`src/rtl/uart_tx_sched_pkg.sv`:
```
// rtl/uart_tx_sched_pkg.sv - shared types and constants for the UART transmit scheduler
//
// Contents:
//   ADDR_W / XLEN          MMIO address and data widths
//   IO map constants       base address and UART register offsets
//   UART_STAT_BUSY_BIT     bit of UART_STAT that reports transmitter busy
//   tx_state_e             scheduler FSM state encoding
//   tx_word()              zero-extends a byte to an MMIO data word

package uart_tx_sched_pkg;

    localparam int ADDR_W = 32;
    localparam int XLEN   = 32;

    localparam logic [ADDR_W-1:0] IO_BASE_ADDR        = 32'h8000_0000;
    localparam logic [ADDR_W-1:0] IO_UART_TX_OFFSET   = 32'h0000_0010;
    localparam logic [ADDR_W-1:0] IO_UART_STAT_OFFSET = 32'h0000_0014;

    localparam logic [ADDR_W-1:0] UART_TX_ADDR_DEF   = IO_BASE_ADDR + IO_UART_TX_OFFSET;
    localparam logic [ADDR_W-1:0] UART_STAT_ADDR_DEF = IO_BASE_ADDR + IO_UART_STAT_OFFSET;

    localparam int UART_STAT_BUSY_BIT = 0;

    typedef enum logic [1:0] {
        S_IDLE  = 2'd0,
        S_POLL  = 2'd1,
        S_GAP   = 2'd2,
        S_WRITE = 2'd3
    } tx_state_e;

    function automatic logic [XLEN-1:0] tx_word(input logic [7:0] b);
        return {{(XLEN-8){1'b0}}, b};
    endfunction

endpackage

```
`src/rtl/uart_tx_sched_byte_fifo.sv`:
```
// rtl/uart_tx_sched_byte_fifo.sv - synchronous FIFO buffering bytes awaiting transmission
//
// Ports:
//   clk, rst     clock, asynchronous active-high reset (empties the FIFO)
//   push         write push_data at the tail (ignored when full)
//   push_data    data to write
//   pop          drop the head entry (ignored when empty)
//   head         current head entry, valid when !empty
//   full, empty  occupancy flags
//   count        number of entries held, 0..DEPTH

module byte_fifo #(
    parameter int WIDTH = 8,
    parameter int DEPTH = 16
) (
    input  logic                     clk,
    input  logic                     rst,
    input  logic                     push,
    input  logic [WIDTH-1:0]         push_data,
    input  logic                     pop,
    output logic [WIDTH-1:0]         head,
    output logic                     full,
    output logic                     empty,
    output logic [$clog2(DEPTH):0]   count
);

    localparam int AW = $clog2(DEPTH);
    localparam int CW = AW + 1;

    logic [WIDTH-1:0] mem_q [DEPTH];
    logic [AW-1:0]    wr_ptr_q, wr_ptr_d;
    logic [AW-1:0]    rd_ptr_q, rd_ptr_d;
    logic [CW-1:0]    count_q, count_d;
    logic             do_push, do_pop;

    assign full    = (count_q == CW'(DEPTH));
    assign empty   = (count_q == '0);
    assign do_push = push && !full;
    assign do_pop  = pop && !empty;
    assign head    = mem_q[rd_ptr_q];
    assign count   = count_q;

    // DEPTH is a power of two, so pointer overflow is the modulo wrap.
    always_comb begin
        wr_ptr_d = wr_ptr_q;
        rd_ptr_d = rd_ptr_q;
        count_d  = count_q;
        if (do_push) begin
            wr_ptr_d = wr_ptr_q + AW'(1);
        end
        if (do_pop) begin
            rd_ptr_d = rd_ptr_q + AW'(1);
        end
        if (do_push && !do_pop) begin
            count_d = count_q + CW'(1);
        end else if (do_pop && !do_push) begin
            count_d = count_q - CW'(1);
        end
    end

    always_ff @(posedge clk or posedge rst) begin
        if (rst) begin
            wr_ptr_q <= '0;
            rd_ptr_q <= '0;
            count_q  <= '0;
        end else begin
            wr_ptr_q <= wr_ptr_d;
            rd_ptr_q <= rd_ptr_d;
            count_q  <= count_d;
        end
    end

    always_ff @(posedge clk) begin
        if (do_push) begin
            mem_q[wr_ptr_q] <= push_data;
        end
    end

endmodule

```
`src/rtl/uart_tx_sched.sv`:
```
// rtl/uart_tx_sched.sv - buffered UART transmit front-end acting as an MMIO bus master
//
// Ports:
//   clk, rst                 clock, asynchronous active-high reset
//   in_valid/in_data/in_ready byte producer handshake (in_ready = !fifo_full)
//   mmio_req/we/addr/wdata   registered MMIO request, held while waiting for mmio_ready
//   mmio_rdata/mmio_ready    MMIO response; only rdata bit0 (busy) is used
//   fifo_count               bytes currently buffered
//   idle                     FIFO empty and scheduler idle

module uart_tx_sched
    import uart_tx_sched_pkg::*;
#(
    parameter int                FIFO_DEPTH     = 16,
    parameter int                POLL_GAP       = 4,
    parameter logic [ADDR_W-1:0] UART_TX_ADDR   = UART_TX_ADDR_DEF,
    parameter logic [ADDR_W-1:0] UART_STAT_ADDR = UART_STAT_ADDR_DEF
) (
    input  logic                          clk,
    input  logic                          rst,
    input  logic                          in_valid,
    input  logic [7:0]                    in_data,
    output logic                          in_ready,
    output logic                          mmio_req,
    output logic                          mmio_we,
    output logic [ADDR_W-1:0]             mmio_addr,
    output logic [XLEN-1:0]               mmio_wdata,
    input  logic [XLEN-1:0]               mmio_rdata,
    input  logic                          mmio_ready,
    output logic [$clog2(FIFO_DEPTH):0]   fifo_count,
    output logic                          idle
);

    localparam int CW    = $clog2(FIFO_DEPTH) + 1;
    localparam int GAP_W = (POLL_GAP < 2) ? 1 : $clog2(POLL_GAP);
    // POLL_GAP=0 still passes through S_GAP for exactly one cycle, which
    // gives the single req-low cycle between back-to-back polls.
    localparam logic [GAP_W-1:0] GAP_LOAD = (POLL_GAP == 0) ? '0 : GAP_W'(POLL_GAP - 1);

    tx_state_e         state_q, state_d;
    logic [GAP_W-1:0]  gap_cnt_q, gap_cnt_d;
    logic              mmio_req_q, mmio_req_d;
    logic              mmio_we_q, mmio_we_d;
    logic [ADDR_W-1:0] mmio_addr_q, mmio_addr_d;
    logic [XLEN-1:0]   mmio_wdata_q, mmio_wdata_d;

    logic              fifo_push, fifo_pop, fifo_full, fifo_empty;
    logic [7:0]        fifo_head;
    logic [CW-1:0]     fifo_cnt;
    logic              uart_busy;
    logic              more_after_pop;
    logic              unused_rdata;

    byte_fifo #(
        .WIDTH (8),
        .DEPTH (FIFO_DEPTH)
    ) u_fifo (
        .clk       (clk),
        .rst       (rst),
        .push      (fifo_push),
        .push_data (in_data),
        .pop       (fifo_pop),
        .head      (fifo_head),
        .full      (fifo_full),
        .empty     (fifo_empty),
        .count     (fifo_cnt)
    );

    assign in_ready   = !fifo_full;
    assign fifo_push  = in_valid && !fifo_full;
    assign fifo_pop   = (state_q == S_WRITE) && mmio_ready;
    assign uart_busy  = mmio_rdata[UART_STAT_BUSY_BIT];
    assign fifo_count = fifo_cnt;
    assign idle       = (state_q == S_IDLE) && (fifo_cnt == '0);

    // Occupancy after this cycle's pop, counting a same-cycle push.
    assign more_after_pop = (fifo_cnt > CW'(1)) || fifo_push;

    assign unused_rdata = ^mmio_rdata[XLEN-1:1];

    always_comb begin
        state_d   = state_q;
        gap_cnt_d = gap_cnt_q;
        case (state_q)
            S_IDLE: begin
                if (!fifo_empty) begin
                    state_d = S_POLL;
                end
            end
            S_POLL: begin
                if (mmio_ready) begin
                    if (!uart_busy) begin
                        state_d = S_WRITE;
                    end else begin
                        state_d   = S_GAP;
                        gap_cnt_d = GAP_LOAD;
                    end
                end
            end
            S_GAP: begin
                if (gap_cnt_q == '0) begin
                    state_d = S_POLL;
                end else begin
                    gap_cnt_d = gap_cnt_q - GAP_W'(1);
                end
            end
            S_WRITE: begin
                if (mmio_ready) begin
                    state_d = more_after_pop ? S_POLL : S_IDLE;
                end
            end
        endcase
    end

    // Bus outputs are a function of the next state so they appear registered
    // in the same cycle the FSM enters the state. The FIFO head cannot change
    // while in S_WRITE, so wdata stays stable across wait cycles.
    always_comb begin
        mmio_req_d   = 1'b0;
        mmio_we_d    = 1'b0;
        mmio_addr_d  = '0;
        mmio_wdata_d = '0;
        case (state_d)
            S_POLL: begin
                mmio_req_d  = 1'b1;
                mmio_addr_d = UART_STAT_ADDR;
            end
            S_WRITE: begin
                mmio_req_d   = 1'b1;
                mmio_we_d    = 1'b1;
                mmio_addr_d  = UART_TX_ADDR;
                mmio_wdata_d = tx_word(fifo_head);
            end
            default: begin
            end
        endcase
    end

    always_ff @(posedge clk or posedge rst) begin
        if (rst) begin
            state_q      <= S_IDLE;
            gap_cnt_q    <= '0;
            mmio_req_q   <= 1'b0;
            mmio_we_q    <= 1'b0;
            mmio_addr_q  <= '0;
            mmio_wdata_q <= '0;
        end else begin
            state_q      <= state_d;
            gap_cnt_q    <= gap_cnt_d;
            mmio_req_q   <= mmio_req_d;
            mmio_we_q    <= mmio_we_d;
            mmio_addr_q  <= mmio_addr_d;
            mmio_wdata_q <= mmio_wdata_d;
        end
    end

    assign mmio_req   = mmio_req_q;
    assign mmio_we    = mmio_we_q;
    assign mmio_addr  = mmio_addr_q;
    assign mmio_wdata = mmio_wdata_q;

endmodule

```
`config.mk`:
```
export PLATFORM = sky130hd
export DESIGN_NAME = uart_tx_sched
export DESIGN_NICKNAME = d
export VERILOG_FILES = /design/src/rtl/uart_tx_sched_pkg.sv /design/src/rtl/uart_tx_sched_byte_fifo.sv /design/src/rtl/uart_tx_sched.sv
export SDC_FILE = /design/constraint.sdc
export NUM_CORES = 1
export LEC_CHECK = 0
export BUFFER_PORTS_ARGS = -buffer_cell sky130_fd_sc_hd__buf_2
export CORE_AREA = 2 2 181 112
export DETAILED_ROUTE_END_ITERATION = 10
export DIE_AREA = 0 0 183 114
export HOLD_SLACK_MARGIN = 0.15
export PLACE_DENSITY = 0.6
export SYNTH_ARGS = -nofsm -noshare
export SYNTH_HDL_FRONTEND = slang
export SYNTH_SLANG_ARGS = --single-unit
```
`constraint.sdc`:
```
create_clock -name clk -period 4.55 [get_ports clk]
set_input_delay 0.455 -clock clk [delete_from_list [all_inputs] [get_ports clk]]
set_output_delay 0.455 -clock clk [all_outputs]
set_load 0.01 [all_outputs]
```
== Yosys cells after proc, flatten, opt, wreduce, memory -nomap -nowiden ==
Memories as Yosys holds them, arrays and structs flattened.
Index checks and enable logic that the tools add are counted.

* Memory bits (writable): 128
* Output and inout port bits: 73
* Latch bits: 0
* Word-level logic and storage cells: 63
* Memories kept: 1
* Input bits: 44
* Bits in registers: 83
* ROM bits: 0

{| class="wikitable"
|+ Memory list
! memory !! depth !! width !! rd ports !! clocked after Yosys merged registers in !! wr ports !! RTL line !! text
|-
| u_fifo.mem_q || 16 || 8 || 1 || 0 || 1 || uart_tx_sched_byte_fifo.sv:30 || <nowiki>logic [WIDTH-1:0] mem_q [DEPTH];</nowiki>
|}

* Multipliers: 0
* Eq/ne operators: 9
* Divide/modulo/power cells: 0
* Shift-type cells: 0
* Mux-type cells: 19
* Reduce and logical (&&, ||, !) cells: 19
* Add/sub/neg operators: 5
* Bitwise logic cells: 0
* Order comparisons: 1

{| class="wikitable"
|+ Operator list
! cell !! number
|-
| $pmux W32 S2 || 1
|-
| $mux W2 || 7
|-
| $mux W5 || 2
|-
| $add A4 B1 Y4 const B || 2
|-
| $mux W8 || 1
|-
| $pmux W2 S4 || 1
|-
| $logic_and A1 B1 Y1 || 7
|-
| $eq A2 B2 Y1 const B || 3
|-
| $mux W1 || 6
|-
| $ne A2 B2 Y1 const B || 3
|-
| $add A5 B1 Y5 const B || 1
|-
| $eq A5 B5 Y1 const B || 1
|-
| $gt A5 B1 Y1 const B || 1
|-
| $logic_not A5 Y1 || 1
|-
| $sub A5 B1 Y5 const B || 1
|-
| $eq A2 B1 Y1 const B || 2
|-
| $logic_not A1 Y1 || 4
|-
| $logic_not A2 Y1 || 2
|-
| $pmux W2 S2 || 1
|-
| $reduce_and A4 Y1 || 1
|-
| $reduce_bool A2 Y1 || 2
|-
| $reduce_or A2 Y1 || 1
|-
| $sub A2 B1 Y2 const B || 1
|-
| $logic_or A1 B1 Y1 || 1
|}

== Logic depth before layout (Yosys ltp) ==
* Depth after elaboration: 10
* Mapped depth: 10
* Gate-level depth less buffers: 9

== Cells and area by module ==
From an unflattened synthesis, not the netlist that was laid out.

* Cells, all modules: 433
* Area total of the unflattened synthesis: 6852.8 µm²

{| class="wikitable"
|+ By module, submodules not included
! module !! times used !! cells an instance !! area each (µm²) !! sequential area each (µm²)
|-
| byte_fifo || 1 || 323 || 5774.3 || 4169.0
|-
| uart_tx_sched || 1 || 110 || 1078.5 || 375.4
|}

== Worst setup path after synthesis ==
OpenSTA, ideal clock, no wires.

* Path kind: register to register
* From: register u_fifo.count_q[0], in the netlist u_fifo.count[0]
* To: register u_fifo.count_q[3], in the netlist u_fifo.count[3]
* Stages on the path, launching flop included: 10
* Data required time: 4471 ps
* Clock period less this slack: 2376 ps
* Setup time: 79 ps
* Path buffers: 0
* Arrival time: 2297 ps
* Slack: 2174 ps
* Path through: dfrtp_1 -> inv_1 -> ha_1 -> nand4bb_1 -> nand2_1 -> clkinv_1 -> ha_1 -> or4_1 -> a21oi_1 -> xor2_1

* Word-level cells in the longest chain between the ends: 7
* Elaborated cells between the ends (all ways): 16
* Classes of those cells: 2 x add/sub; 1 x eq/ne; 2 x mux; 11 x reduce/logical

{| class="wikitable"
|+ RTL lines
! item !! RTL line !! text
|-
| start: declaration || uart_tx_sched_byte_fifo.sv:33 || <nowiki>logic [CW-1:0] count_q, count_d;</nowiki>
|-
| start signal: assignment || uart_tx_sched_byte_fifo.sv:69 || <nowiki>count_q <= count_d;</nowiki>
|-
| $eq A5 B5 Y1 * || uart_tx_sched_byte_fifo.sv:36 || <nowiki>assign full = (count_q == CW'(DEPTH));</nowiki>
|-
| $logic_not A1 Y1 * || -- ||
|-
| net in_ready || uart_tx_sched.sv:23 || <nowiki>output logic in_ready,</nowiki>
|-
| $logic_and A1 B1 Y1 || uart_tx_sched.sv:70 || <nowiki>assign fifo_push = in_valid && !fifo_full;</nowiki>
|-
| $logic_and A1 B1 Y1 * || uart_tx_sched_byte_fifo.sv:38 || <nowiki>assign do_push = push && !full;</nowiki>
|-
| net u_fifo.do_push || uart_tx_sched_byte_fifo.sv:34 || <nowiki>logic do_push, do_pop;</nowiki>
|-
| $logic_not A1 Y1 || uart_tx_sched_byte_fifo.sv:56 || <nowiki>end else if (do_pop && !do_push) begin</nowiki>
|-
| $logic_and A1 B1 Y1 || uart_tx_sched_byte_fifo.sv:56 ||
|-
| $reduce_bool A2 Y1 (no source line) || -- ||
|}

Mark *: on every way through the listed nets, which the timed path passes. The rest lies on a longest branch. The select of a mux whose other input is x is not followed.
A chain may end at the register's enable or synchronous reset.

== Worst setup path after layout ==
* From: register u_fifo.count_q[0], in the netlist u_fifo.count[0]
* To: memory u_fifo.mem_q[13][7], enable pin

* Word-level cells in the longest chain between the ends: 6

{| class="wikitable"
|+ RTL lines
! item !! RTL line !! text
|-
| $eq A5 B5 Y1 * || uart_tx_sched_byte_fifo.sv:36 ||
|-
| $logic_not A1 Y1 * || uart_tx_sched_byte_fifo.sv:38, uart_tx_sched.sv:70 ||
|-
| $logic_and A1 B1 Y1 || uart_tx_sched.sv:70 ||
|-
| $logic_and A1 B1 Y1 * || uart_tx_sched_byte_fifo.sv:38 ||
|-
| net u_fifo.do_push || uart_tx_sched_byte_fifo.sv:34 ||
|-
| $mux W1 * || uart_tx_sched_byte_fifo.sv:74 || <nowiki>if (do_push) begin</nowiki>
|-
| $mux W1 (implied by the code) * || uart_tx_sched_byte_fifo.sv:75 || <nowiki>mem_q[wr_ptr_q] <= push_data;</nowiki>
|-
| end: declaration || uart_tx_sched_byte_fifo.sv:30 ||
|}

Mark *: on every way through the listed nets, which the timed path passes. The rest lies on a longest branch.

==> flow_summary_export.csv <==
group,metric,value,unit
hold_path,hold_depth,3,
logic_synthesis,yosys_warnings,0,
clock_network,cts_tree,"yes",
layout,num_antenna_cells,0,
logic_synthesis,synth_area_leaders,"edfxtp_1, mux4_2, dfrtp_1, buf_4, ha_1",
clock_network,cts_resized,0,
clock_network,clk_pin_slew_worst_paths,0.07,ns
layout,fin_nets,483,
power_and_ir_drop,finalPower,4590,µW
sta,fin_worst_skew,0.00855,ns
die,die_w,183,µm
sta,fin_crit,2.80,ns
clock_network,clockBufferDepth,2,
logic_synthesis,ys_seq_area_share,68.6,%
detailed_routing,drc,0,
detailed_routing,postRouteAntennaNets,0,
global_routing,grt_overflow,0,
worst_setup_path,r2r_slack,1.75,ns
detailed_routing,vias,3286,
sta,max_clock_freq,357,MHz
die,dieArea,20900,µm²
logic_synthesis,synth.top_cell.area_share,58.0,%
sta,rsz0062_at_grt,"false",
logic_synthesis,synth_edf_count,128,
worst_setup_path,start_kind,"flip-flop",
worst_setup_path,critPathMaxFanout,8,
hold_path,hold_end,"gap_cnt_q[1]$_DFFE_PP0P_",
status,status,"complete, no violations",
worst_setup_path,cp_data_required_time,4.58,ns
sta,hold_viol,0,
sta,relSlewSlack,17.1,%
sta,timing.final.crit_share,61.6,%
placed_design,hpwl,8.33,mm
detailed_routing,drt-initial-drc-count,300,
die,core_area,19400,µm²
logic_synthesis,synth-main-ff-cell,"edfxtp_1",
logic_synthesis,synth_top_area_cell,"edfxtp_1",
detailed_routing,drt-pass1-iter-count,4,
power_and_ir_drop,worst_ir_drop_vdd,0.308,mV
detailed_routing,wl,12.5,mm
clock_network,clock_latency,0.42,ns
global_routing,first_global_vias,3210,
die,num_io_pins,117,
logic_synthesis,synthTopCellsByCount,"edfxtp_1, buf_4, mux4_2",
clock_network,clkSinkCount,156,
clock_network,htreeDepth,4,
logic_synthesis,synthesis.area,6630,µm²
logic_synthesis,ys_async_sr_fraction,17.9,%
job,cap_violations,0,
placed_design,routabilityCongestion,0.779,
die,rows,40,
logic_synthesis,synth_most_common_cell,"edfxtp_1",
layout,area_growth,12.8,%
layout,num-fill-cells,1769,
worst_setup_path,r2r-start,"u_fifo.count[0]$_DFFE_PP0P_",
logic_synthesis,syn_avg_cell_area,17.0,µm²
worst_setup_path,reg2reg_to,"u_fifo.mem_q[13][7]$_DFFE_PP_",
hold_path,hold_start,"mmio_rdata[0]",
worst_setup_path,r2r_cells,7,
global_routing,grt_max_degree,35,
logic_synthesis,ys_types,41,
logic_synthesis,ys_seq_elements,156,
sta,setup_viol,0,
clock_network,root_buffer,"clkbuf_16",
detailed_routing,routedWlPerCell,18.1,µm
hold_path,hold_class,"input pin to flip-flop",
layout,utilization,38.5,%
worst_setup_path,worstSetupPathType,"flip-flop to flip-flop",
global_routing,antenna_found_initial,0,
power_and_ir_drop,power_leakage,0.00268,µW
sta,slew_violations,0,
worst_setup_path,end_kind,"flip-flop",
worst_setup_path,critPathArrivalTime,2.84,ns
clock_network,cts_buffers,17,
power_and_ir_drop,power_density,614,nW/µm²
sta,tns,0,ns
global_routing,grt_pass1_wl,19.3,mm
sta,max_slew.worst_pin.slew,1.23,ns
die,die_h,114,µm
die,initial_utilization,34.1,%
placed_design,io_buffers,32,
global_routing,gr-usage-all-layers,12.8,%
logic_synthesis,synthCells,390,
layout,drive_above_1_share,23.8,%
detailed_routing,viasPerCell,4.74,
-- final cells by class --
cell class	instances	area, µm²	share of cell area, %
clock buffers	18	429	5.74
clock inverters	14	168	2.24
inverters	14	52.6	0.703
multi-input cells	201	1760	23.5
flip-flops and latches	156	4550	60.8
well taps	252	315	4.22
repair buffers	38	208	2.78
-- state kept, by name (all words and copies together), names as in the netlist --
signal	cells
gap_cnt_q	2
mmio_we	1
mmio_wdata	8
u_fifo.mem_q	128
u_fifo.wr_ptr_q	4
mmio_addr	2
u_fifo.rd_ptr_q	4
state_q	2
u_fifo.count	5
-- routing by layer --
metal	share of wire (%)	GRT usage (%)
met1	49	19.6
met2	42	17.7
met3	7.3	3.48
met4	0.93	4.00
met5	0	0
-- power breakdown --
group	leakage [µW]	internal, µW	switching, µW
sequential	0.00149	1770	195
combinational	0.000903	542	657
clock	0.000278	863	562
-- worst max-delay path by stage --
stage                                      startpoint                       endpoint  slack (ns)  cells past startpoint
final                     u_fifo.count[0]$_DFFE_PP0P_  u_fifo.mem_q[13][7]$_DFFE_PP_        1.75                      7
after CTS                 u_fifo.count[0]$_DFFE_PP0P_  u_fifo.mem_q[15][1]$_DFFE_PP_        1.72                      7
after detailed placement  u_fifo.count[0]$_DFFE_PP0P_  u_fifo.mem_q[15][2]$_DFFE_PP_        1.74                      7
after global placement    u_fifo.count[0]$_DFFE_PP0P_  u_fifo.mem_q[13][7]$_DFFE_PP_        1.87                      7
after floorplan           u_fifo.count[0]$_DFFE_PP0P_    u_fifo.count[3]$_DFFE_PP0P_        2.17                      9
after global routing      u_fifo.count[0]$_DFFE_PP0P_  u_fifo.mem_q[15][2]$_DFFE_PP_        1.51                      7
-- cells in the final DEF (no fill, tap or decap), types with 2 or more instances in the layout --
master / instances
nand3_1: 3
nor2_1: 10
clkinvlp_4: 4
xnor2_1: 6
clkbuf_16: 17
a31oi_1: 2
buf_2: 32
dfrtp_1: 27
nand4_1: 4
conb_1: 53
and2_1: 9
nor3b_1: 3
nor2b_1: 2
nor4_2: 4
edfxtp_1: 128
nand2_1: 8
o21ai_0: 3
ha_1: 11
bufinv_16: 3
inv_6: 3
inv_1: 13
a21oi_1: 11
xor2_1: 5
nor3_1: 3
a22oi_1: 17
clkinv_1: 3
mux4_2: 32
buf_4: 5
mux2i_1: 2
-- through the flow --
stage	instance area [µm²]	hold slack [ns]	setup slack, ns	std cells
after floorplan	6820	0.456	2.17	442
after global placement	6870	0.477	1.87	660
after detailed placement	6870	0.505	1.74	660
after CTS	7480	0.349	1.72	693
after global routing	7480	0.363	1.51	693
final	7480	0.361	1.75	693
-- logic make-up after synthesis --
kind of cell | after synthesis | synth area share [%]
buffers and inverters | 85 | 8.21
AO/OA/AOI/OAI | 37 | 3.59
XOR/XNOR | 11 | 1.45
adder cells (fa/ha/maj) | 11 | 2.08
other | 1 | 0.0566
multiplexers | 36 | 11.6
flip-flops | 156 | 68.6
AND/OR/NAND/NOR | 53 | 4.47
-- worst max-delay path, stage by stage, from the launching register on --
cell	delay (ns)
dfrtp_1	0.50
inv_1	0.11
ha_1	0.22
nand4bb_1	0.14
nand2_1	0.23
clkinv_1	0.23
nand3_1	0.17
nor2_1	0.82
-- timing repair --
| action | 4_1_cts | 5_1_grt |
|---|---|---|
| endpoints found under the hold margin | 28 | 0 |
| hold buffers | 1 | 0 |
| setup buffers | 0 | 0 |
(Power assumes the default switching activity.)
